### config.mk
export PLATFORM = sky130hd
export DESIGN_NAME = proj001_result_buf_flat
export DESIGN_NICKNAME = d
export VERILOG_FILES = /design/src/rtl/proj001_result_buf_if.sv /design/src/rtl/proj001_result_buf.sv /design/src/flat_wrapper.sv
export SDC_FILE = /design/constraint.sdc
export NUM_CORES = 1
export LEC_CHECK = 0
export CAP_MARGIN = 15
export CORE_ASPECT_RATIO = 2
export CORE_UTILIZATION = 30
export CTS_BUF_LIST = sky130_fd_sc_hd__clkbuf_8
export CTS_CLUSTER_DIAMETER = 30
export DETAILED_ROUTE_END_ITERATION = 7
export PLACE_DENSITY_LB_ADDON = 0.15
export SLEW_MARGIN = 40
export SYNTH_ARGS = -nofsm -noshare
export SYNTH_HDL_FRONTEND = slang
export SYNTH_SLANG_ARGS = --single-unit
### constraint.sdc
create_clock -name i_clk -period 5.7 [get_ports i_clk]
set_clock_uncertainty 0.2 [all_clocks]
set_input_delay 1.14 -clock i_clk [delete_from_list [all_inputs] [get_ports i_clk]]
set_output_delay 1.14 -clock i_clk [all_outputs]
set_load 0.03 [all_outputs]
### src/rtl/proj001_result_buf_if.sv
// Handshake bundle between the calculator, the result buffer and its consumer.
// The master modport is the driving side (calculator and consumer). The slave modport is the buffer.
interface proj001_result_buf_if #(
  parameter int DEPTH = 4,
  parameter int W     = 5
);
  localparam int CW = $clog2(DEPTH) + 1;

  logic          in_valid;
  logic [W-1:0]  in_data;
  logic          out_valid;
  logic [W-1:0]  out_data;
  logic          out_ready;
  logic [CW-1:0] count;
  logic          full;
  logic          empty;
  logic          overflow;
  logic [7:0]    drop_cnt;
  logic          clear_ovf;

  modport master (
    output in_valid, in_data, out_ready, clear_ovf,
    input  out_valid, out_data, count, full, empty, overflow, drop_cnt
  );

  modport slave (
    input  in_valid, in_data, out_ready, clear_ovf,
    output out_valid, out_data, count, full, empty, overflow, drop_cnt
  );
endinterface

### src/rtl/proj001_result_buf.sv
// Show-ahead result FIFO behind the calculator. The calculator cannot be stalled,
// so a write arriving while the FIFO is full is dropped and counted.
module proj001_result_buf #(
  parameter int DEPTH = 4,
  parameter int W     = 5
) (
  input logic                 i_clk,
  input logic                 i_rst,
  proj001_result_buf_if.slave bus
);
  localparam int AW = $clog2(DEPTH);
  localparam logic [AW-1:0] PTR_ONE  = AW'(1);
  localparam logic [AW:0]   CNT_ONE  = (AW+1)'(1);
  localparam logic [AW:0]   CNT_FULL = (AW+1)'(DEPTH);

  logic [DEPTH-1:0][W-1:0] r_mem;
  logic [AW-1:0]           r_rd_ptr, r_wr_ptr;
  logic [AW:0]             r_count;
  logic                    r_ovf;
  logic [7:0]              r_drop_cnt;

  logic w_full, w_empty, w_pop, w_push, w_drop;

  assign w_full  = (r_count == CNT_FULL);
  assign w_empty = (r_count == '0);
  assign w_pop   = !w_empty && bus.out_ready;
  assign w_push  = bus.in_valid && (!w_full || w_pop);
  assign w_drop  = bus.in_valid && w_full && !w_pop;

  // The array has no reset, so its contents after reset are don't-care.
  always_ff @(posedge i_clk) begin
    if (w_push) r_mem[r_wr_ptr] <= bus.in_data;
  end

  always_ff @(posedge i_clk or posedge i_rst) begin
    if (i_rst) begin
      r_rd_ptr <= '0;
      r_wr_ptr <= '0;
      r_count  <= '0;
    end else begin
      if (w_pop)  r_rd_ptr <= r_rd_ptr + PTR_ONE;
      if (w_push) r_wr_ptr <= r_wr_ptr + PTR_ONE;
      if (w_push && !w_pop)      r_count <= r_count + CNT_ONE;
      else if (w_pop && !w_push) r_count <= r_count - CNT_ONE;
    end
  end

  // When a drop and clear_ovf arrive in the same cycle, the drop takes priority.
  // The count then restarts from 1.
  always_ff @(posedge i_clk or posedge i_rst) begin
    if (i_rst) begin
      r_ovf      <= 1'b0;
      r_drop_cnt <= '0;
    end else if (w_drop) begin
      r_ovf <= 1'b1;
      if (bus.clear_ovf)           r_drop_cnt <= 8'd1;
      else if (r_drop_cnt != 8'hFF) r_drop_cnt <= r_drop_cnt + 8'd1;
    end else if (bus.clear_ovf) begin
      r_ovf      <= 1'b0;
      r_drop_cnt <= '0;
    end
  end

  assign bus.out_valid = !w_empty;
  assign bus.out_data  = w_empty ? '0 : r_mem[r_rd_ptr];
  assign bus.count     = r_count;
  assign bus.full      = w_full;
  assign bus.empty     = w_empty;
  assign bus.overflow  = r_ovf;
  assign bus.drop_cnt  = r_drop_cnt;
endmodule

### src/flat_wrapper.sv
// flat-port wrapper written by rule: the top's interface ports become plain ports
module proj001_result_buf_flat 
#(
  parameter int DEPTH = 4,
  parameter int W     = 5
)
  (i_clk, i_rst, bus_in_valid, bus_in_data, bus_out_ready, bus_clear_ovf, bus_out_valid, bus_out_data, bus_count, bus_full, bus_empty, bus_overflow, bus_drop_cnt);
  proj001_result_buf_if #(.DEPTH(DEPTH), .W(W)) bus_i ();
  input logic i_clk;
  input logic i_rst;
  input wire logic [$bits(bus_i.in_valid)-1:0] bus_in_valid;
  input wire logic [$bits(bus_i.in_data)-1:0] bus_in_data;
  input wire logic [$bits(bus_i.out_ready)-1:0] bus_out_ready;
  input wire logic [$bits(bus_i.clear_ovf)-1:0] bus_clear_ovf;
  output wire logic [$bits(bus_i.out_valid)-1:0] bus_out_valid;
  output wire logic [$bits(bus_i.out_data)-1:0] bus_out_data;
  output wire logic [$bits(bus_i.count)-1:0] bus_count;
  output wire logic [$bits(bus_i.full)-1:0] bus_full;
  output wire logic [$bits(bus_i.empty)-1:0] bus_empty;
  output wire logic [$bits(bus_i.overflow)-1:0] bus_overflow;
  output wire logic [$bits(bus_i.drop_cnt)-1:0] bus_drop_cnt;
  assign bus_i.in_valid = bus_in_valid;
  assign bus_i.in_data = bus_in_data;
  assign bus_i.out_ready = bus_out_ready;
  assign bus_i.clear_ovf = bus_clear_ovf;
  assign bus_out_valid = bus_i.out_valid;
  assign bus_out_data = bus_i.out_data;
  assign bus_count = bus_i.count;
  assign bus_full = bus_i.full;
  assign bus_empty = bus_i.empty;
  assign bus_overflow = bus_i.overflow;
  assign bus_drop_cnt = bus_i.drop_cnt;
  proj001_result_buf #(.DEPTH(DEPTH), .W(W)) u_core (.i_clk(i_clk), .i_rst(i_rst), .bus(bus_i));
endmodule
* Word level (Yosys, flattened, before mapping)
Index checks and enable logic that the tools add are counted.
** Word-level totals
- Bits in registers :: 36
- Input port bits :: 10
- Output and inout bits :: 20
- Word-level logic and storage cells :: 50
** Cells by class
- Add/subtract/negate cells :: 5
- $lt $le $gt $ge :: 3
- Equality and inequality tests :: 2
- Muxes and demuxes :: 14
- Reductions and logical operators :: 17
** Operators by type and width (number)
- two-way mux 8 bit :: 4
- bitwise mux 20 bit :: 1
- two-way mux 5 bit :: 3
- binary-select mux 5 bit (select 2 bit) :: 1
- demux 5 bit (select 2 bit) :: 1
- adder 8 x 1 -> 8 bit, second input constant :: 1
- inequality test 8 bit, second input constant :: 1
- logical AND 1 bit :: 7
- < comparator 2 x 3 -> 1 bit, second input constant :: 2
- two-way mux 3 bit :: 2
- nonzero test 2 bit :: 3
- adder 2 x 1 -> 2 bit, second input constant :: 2
- logical NOT 1 bit :: 4
- adder 3 x 1 -> 3 bit, second input constant :: 1
- equality test 3 bit, second input constant :: 1
- logical NOT 3 bit :: 1
- subtractor 3 x 1 -> 3 bit, second input constant :: 1
- greater-or-equal comparator 2 x 1 -> 1 bit, second input constant :: 1
- two-way mux 1 bit :: 2
- AND reduction 2 bit :: 1
- logical OR 1 bit :: 1

* Depth between registers and ports, before layout
- Word-level depth :: 9
- Mapped depth :: 9
- Gate-level depth less buffers :: 8

* Worst setup path after synthesis
No wires, ideal clock.
- Path type :: input port to flip-flop
- Start :: in bus_out_ready
- End :: reg u_core.r_count[1] (netlist: u_core.bus.count[1])
- Setup time :: 125 ps
- Arrival time :: 2871 ps
- Required time :: 5375 ps
- Slack :: 2504 ps
- Stages on the path :: 7
- Path buffers :: 1
- Cell sequence :: nor4b_4 > and2b_2 > clkbuf_1 > ha_1 > inv_1 > fa_1 > mux2_2
** On the way
- Longest elaborated chain between the ends :: 6
- Elaborated cells between the ends (all ways) :: 9
- Classes of those cells :: mux (1); reduce/logical (8)
** Ends and longest elaborated chain
- from (decl) :: line flat_wrapper.sv:13 : input wire logic [$bits(bus_i.out_ready)-1:0] bus_out_ready;
- logical AND 1 bit * :: line proj001_result_buf.sv:26 : assign w_pop = !w_empty && bus.out_ready;
- logical OR 1 bit * :: line proj001_result_buf.sv:27 : assign w_push = bus.in_valid && (!w_full || w_pop);
- logical AND 1 bit * :: line proj001_result_buf.sv:27
- named net u_core.w_push :: line proj001_result_buf.sv:22 : logic w_full, w_empty, w_pop, w_push, w_drop;
- logical NOT 1 bit :: line proj001_result_buf.sv:44 : else if (w_pop && !w_push) r_count <= r_count - CNT_ONE;
- logical AND 1 bit :: line proj001_result_buf.sv:44
- nonzero test 2 bit (no line)
- to (signal assigned) :: line proj001_result_buf.sv:43 : if (w_push && !w_pop) r_count <= r_count + CNT_ONE;
- to (signal assigned) :: line proj001_result_buf.sv:44
- to (decl) :: line proj001_result_buf.sv:18 : logic [AW:0] r_count;
Mark *: on every way through the listed nets, which the timed path passes. The rest lies on a longest branch.
A chain may end at the register's enable or synchronous reset.

* Worst setup path after layout
- Start :: reg u_core.r_rd_ptr[0]
- End :: out bus_out_data[1]
** On the way
- Longest elaborated chain between the ends :: 3
** Ends and longest elaborated chain
- from (decl) :: line proj001_result_buf.sv:17 : logic [AW-1:0] r_rd_ptr, r_wr_ptr;
- from (signal assigned) :: line proj001_result_buf.sv:41 : if (w_pop) r_rd_ptr <= r_rd_ptr + PTR_ONE;
- binary-select mux 5 bit (select 2 bit) :: line proj001_result_buf.sv:65 : assign bus.out_data = w_empty ? '0 : r_mem[r_rd_ptr];
- two-way mux 5 bit (not written as such) :: line proj001_result_buf.sv:65
- two-way mux 5 bit :: line proj001_result_buf.sv:65
- to (decl) :: line flat_wrapper.sv:16 : output wire logic [$bits(bus_i.out_data)-1:0] bus_out_data;
Every way passes these cells. The select of a mux whose other input is x is not followed.

==> flow_summary_export.csv <==
group,metric,value,unit
global_route,met3_usage,2.97,%
floorplanning,core,5420,sq um
run_status,outcome,"finished clean",
logic_synthesis,syn_area,1680,sq um
clocking,ctsRootBufferMaster,"clkbuf_8",
run,maxCapViolCount,0,
setup_path,cp_data_required_time,4360,ps
global_route,track_usage,13.9,%
clocking,clockBufferDepth,2,
clocking,cts_sinks,36,
setup_path,cp-end-kind,"output pin",
logic_synthesis,synth_largest_area_cell,"edfxtp_1",
drt,first_pass_iters,3,
timing,period_share,61.9,%
final_layout,area_delta_synth_final,25.4,%
setup_path,startpoint,"u_core.r_rd_ptr[0]",
floorplanning,num_rows,38,
logic_synthesis,synth_xor_area_share,3.13,%
setup_path,r2r_cells,6,
clocking,cts-buffers-inserted,5,
final_layout,fill_cells,565,
logic_synthesis,yosys-top-cells-area,"edfxtp_1 (36%), dfrtp_1 (24%), mux4_2 (6.7%), ha_1 (4.5%), and2_1 (3.4%)",
logic_synthesis,synth_compound_area_share,4.17,%
final_layout,multi_input_area,634,sq um
drt,routed_wl,3430,um
drt,remaining_drc_errors,0,
logic_synthesis,ys_top_cells_by_count,"edfxtp_1 (20), dfrtp_1 (16), and2_1 (9)",
worst_hold_path,whs_path_depth,2,
global_route,grt_use_met1,13.8,%
worst_hold_path,hp-class,"reg -> reg",
floorplanning,initial_core_util,31.0,%
logic_synthesis,synth-seq-cells,36,
logic_synthesis,synth_fa_ha_area_share,5.66,%
drt,drtAntennaViolNets,0,
floorplanning,die_w,54.9,um
floorplanning,dieArea,5920,sq um
place,numPortBuffers,29,
logic_synthesis,synthCells,123,
final_layout,regArea,1000,sq um
clocking,cts_tree,"yes",
setup_path,critPathLaunchType,"register",
logic_synthesis,ys.warnings.count,0,
setup_path,slowest_stage,"dfrtp_1",
logic_synthesis,synth-simple-area-share,15.0,%
final_layout,n_antenna_cell,0,
final_layout,layout-drive-gt1-share,10.3,%
global_route,grt.overflow.total,0,
timing,finalMaxSlewViolations,0,
drt,first_iter_violations,12,
timing,worst_pin_slew,656,ps
final_layout,final_cell_area,2110,sq um
clocking,cts.reportedPaths.clkPinSlew,70,ps
global_route,grt_pass1_vias,1157,
final_layout,nNetsFinal,171,
setup_path,critPathKind,"reg -> out",
clocking,h-tree-depth,2,
drt,via_count,1059,
power,total_leakage_power,0.806,nW
clocking,hold_buffers,0,
setup_path,critPathArrivalTime,2190,ps
setup_path,reg2reg_from,"u_core.bus.count[0]",
setup_path,path_cells,"mux4_2 > and2_1 > clkdlybuf4s50_1",
global_route,gr-usage-met2,25.2,%
logic_synthesis,ys_async_sr_fraction,44.4,%
logic_synthesis,syn_area_per_cell,13.7,sq um
logic_synthesis,synth_cell_types,32,
logic_synthesis,syn-num-nets,140,
power,powerDensity,461,nW/um^2
setup_path,cp_max_fo,7,
timing,hold_viol,0,
global_route,grt_max_degree,17,
worst_hold_path,min_from,"u_core.bus.overflow",
logic_synthesis,yosys.area.top_type_share,35.7,%
timing,post-route-min-period,3530,ps
clocking,post_cts_buffers,0,
floorplanning,die_y,108,um
setup_path,cpPeakStageDelay,600,ps
logic_synthesis,synth-edff-count,20,
drt,via_per_inst,4.93,
timing,max_freq,283,MHz
timing,grt_setup_unrepaired,"no",
global_route,grt-busiest-layer,"met2",
logic_synthesis,synth_top_family_by_area,"simple AND/OR/NAND/NOR gates",
clocking,cts_resized,0,
place,dp_hpwl,2630,um
global_route,grt_pass1_wl,5580,um
power,power,0.000971,W
drt,wl_per_cell,16.0,um
logic_synthesis,synthMostInstantiatedCell,"edfxtp_1",
logic_synthesis,seq_area_frac_synth,59.6,%
power,vdd_drop_max,0.291,mV
logic_synthesis,synthFlopType,"edfxtp_1",
logic_synthesis,synthMuxAreaShare,9.75,%
global_route,antenna_found_initial,0,
timing,setup_violations,0,
place,place.gp.congestion,0.721,
timing,finalSetupTns,0,ps
floorplanning,io_pins,30,
clocking,clock_latency,280,ps
place,place_area,2030,sq um
timing,slew_headroom,56.2,%
worst paths after layout:
path,endpoint,slack (ps)
worst min-delay path,u_core.bus.overflow,330
worst max-delay path,bus_out_data[1],2170
min in group asynchronous,u_core.bus.drop_cnt[7],1050
worst min register to register,u_core.bus.overflow,330
worst max register to register,u_core.bus.count[1],3030
max in group asynchronous,u_core.bus.drop_cnt[0],3830
through the flow:
step | std cells | hold slack (ps) | worst slack [ps] | utilization (%)
3_3_place_gp | 207 | 325 | 2000 | 37.4
3_5_place_dp | 207 | 330 | 1910 | 37.4
4_1_cts | 215 | 341 | 2100 | 38.9
5_1_grt | 215 | 392 | 2020 | 38.9
6_report | 215 | 335 | 2170 | 38.9
2_1_floorplan | 123 | 380 | 2500 | -
metal layers:
metal,vias to the layer above,share of wire [%]
met4,0,2.3
met1,521,34
met3,7,3.8
met2,27,59
li1,504,-
met5,-,0
placed cells by master (no fill, tap or decap), types with 5 or more instances in the layout:
| cell | count |
|---|---|
| clkbuf_8 | 5 |
| clkdlybuf4s50_1 | 29 |
| edfxtp_1 | 20 |
| and2_1 | 9 |
| nand3_1 | 6 |
| mux4_2 | 5 |
| dfrtp_1 | 16 |
| o21ai_0 | 5 |
| nor2_1 | 5 |
| nand2_1 | 7 |
| inv_1 | 8 |
| ha_1 | 6 |
worst max-delay path: cells and delay by family (launching register included):
| kind | cells | cell delay, ps |
|---|---|---|
| flip-flops | 1 | 600 |
| buffers and inverters | 1 | 590 |
| multiplexers | 1 | 550 |
| AND/OR/NAND/NOR | 1 | 170 |
area by class of cell:
cell class              instances  share of cell area [%]
inverters                       7                    1.25
clock inverters                 3                   0.534
clock buffers                   5                    3.27
flip-flops and latches         36                    47.5
repair buffers                 29                    13.8
multi-input cells              75                    30.1
well taps                      60                    3.56
sequential cells by signal (all words and copies together), names as in the netlist:
| register | cells |
|---|---|
| u_core.bus.overflow | 1 |
| u_core.r_rd_ptr | 2 |
| u_core.bus.drop_cnt | 8 |
| u_core.r_mem | 20 |
| u_core.bus.count | 3 |
| u_core.r_wr_ptr | 2 |
cell families (layout without fill, tap and decap cells):
logic type | count (synthesis) | after routing
and+or+nand+nor | 42 | 42
adders and majority gates | 7 | 7
muxes | 10 | 10
buffers and inverters | 12 | 44
DFF | 36 | 36
AOI/OAI and AO/OA | 10 | 10
xor gates and xnor gates | 6 | 6
power by group:
group | total, W | internal (W) | leakage, nW | switching [W]
Sequential | 0.000397 | 0.000336 | 0.391 | 0.0000611
Combinational | 0.000408 | 0.000197 | 0.370 | 0.000211
Clock | 0.000166 | 0.0000815 | 0.0444 | 0.0000842
Total | 0.000971 | 0.000615 | 0.806 | 0.000356
(Power assumes the default switching activity.)
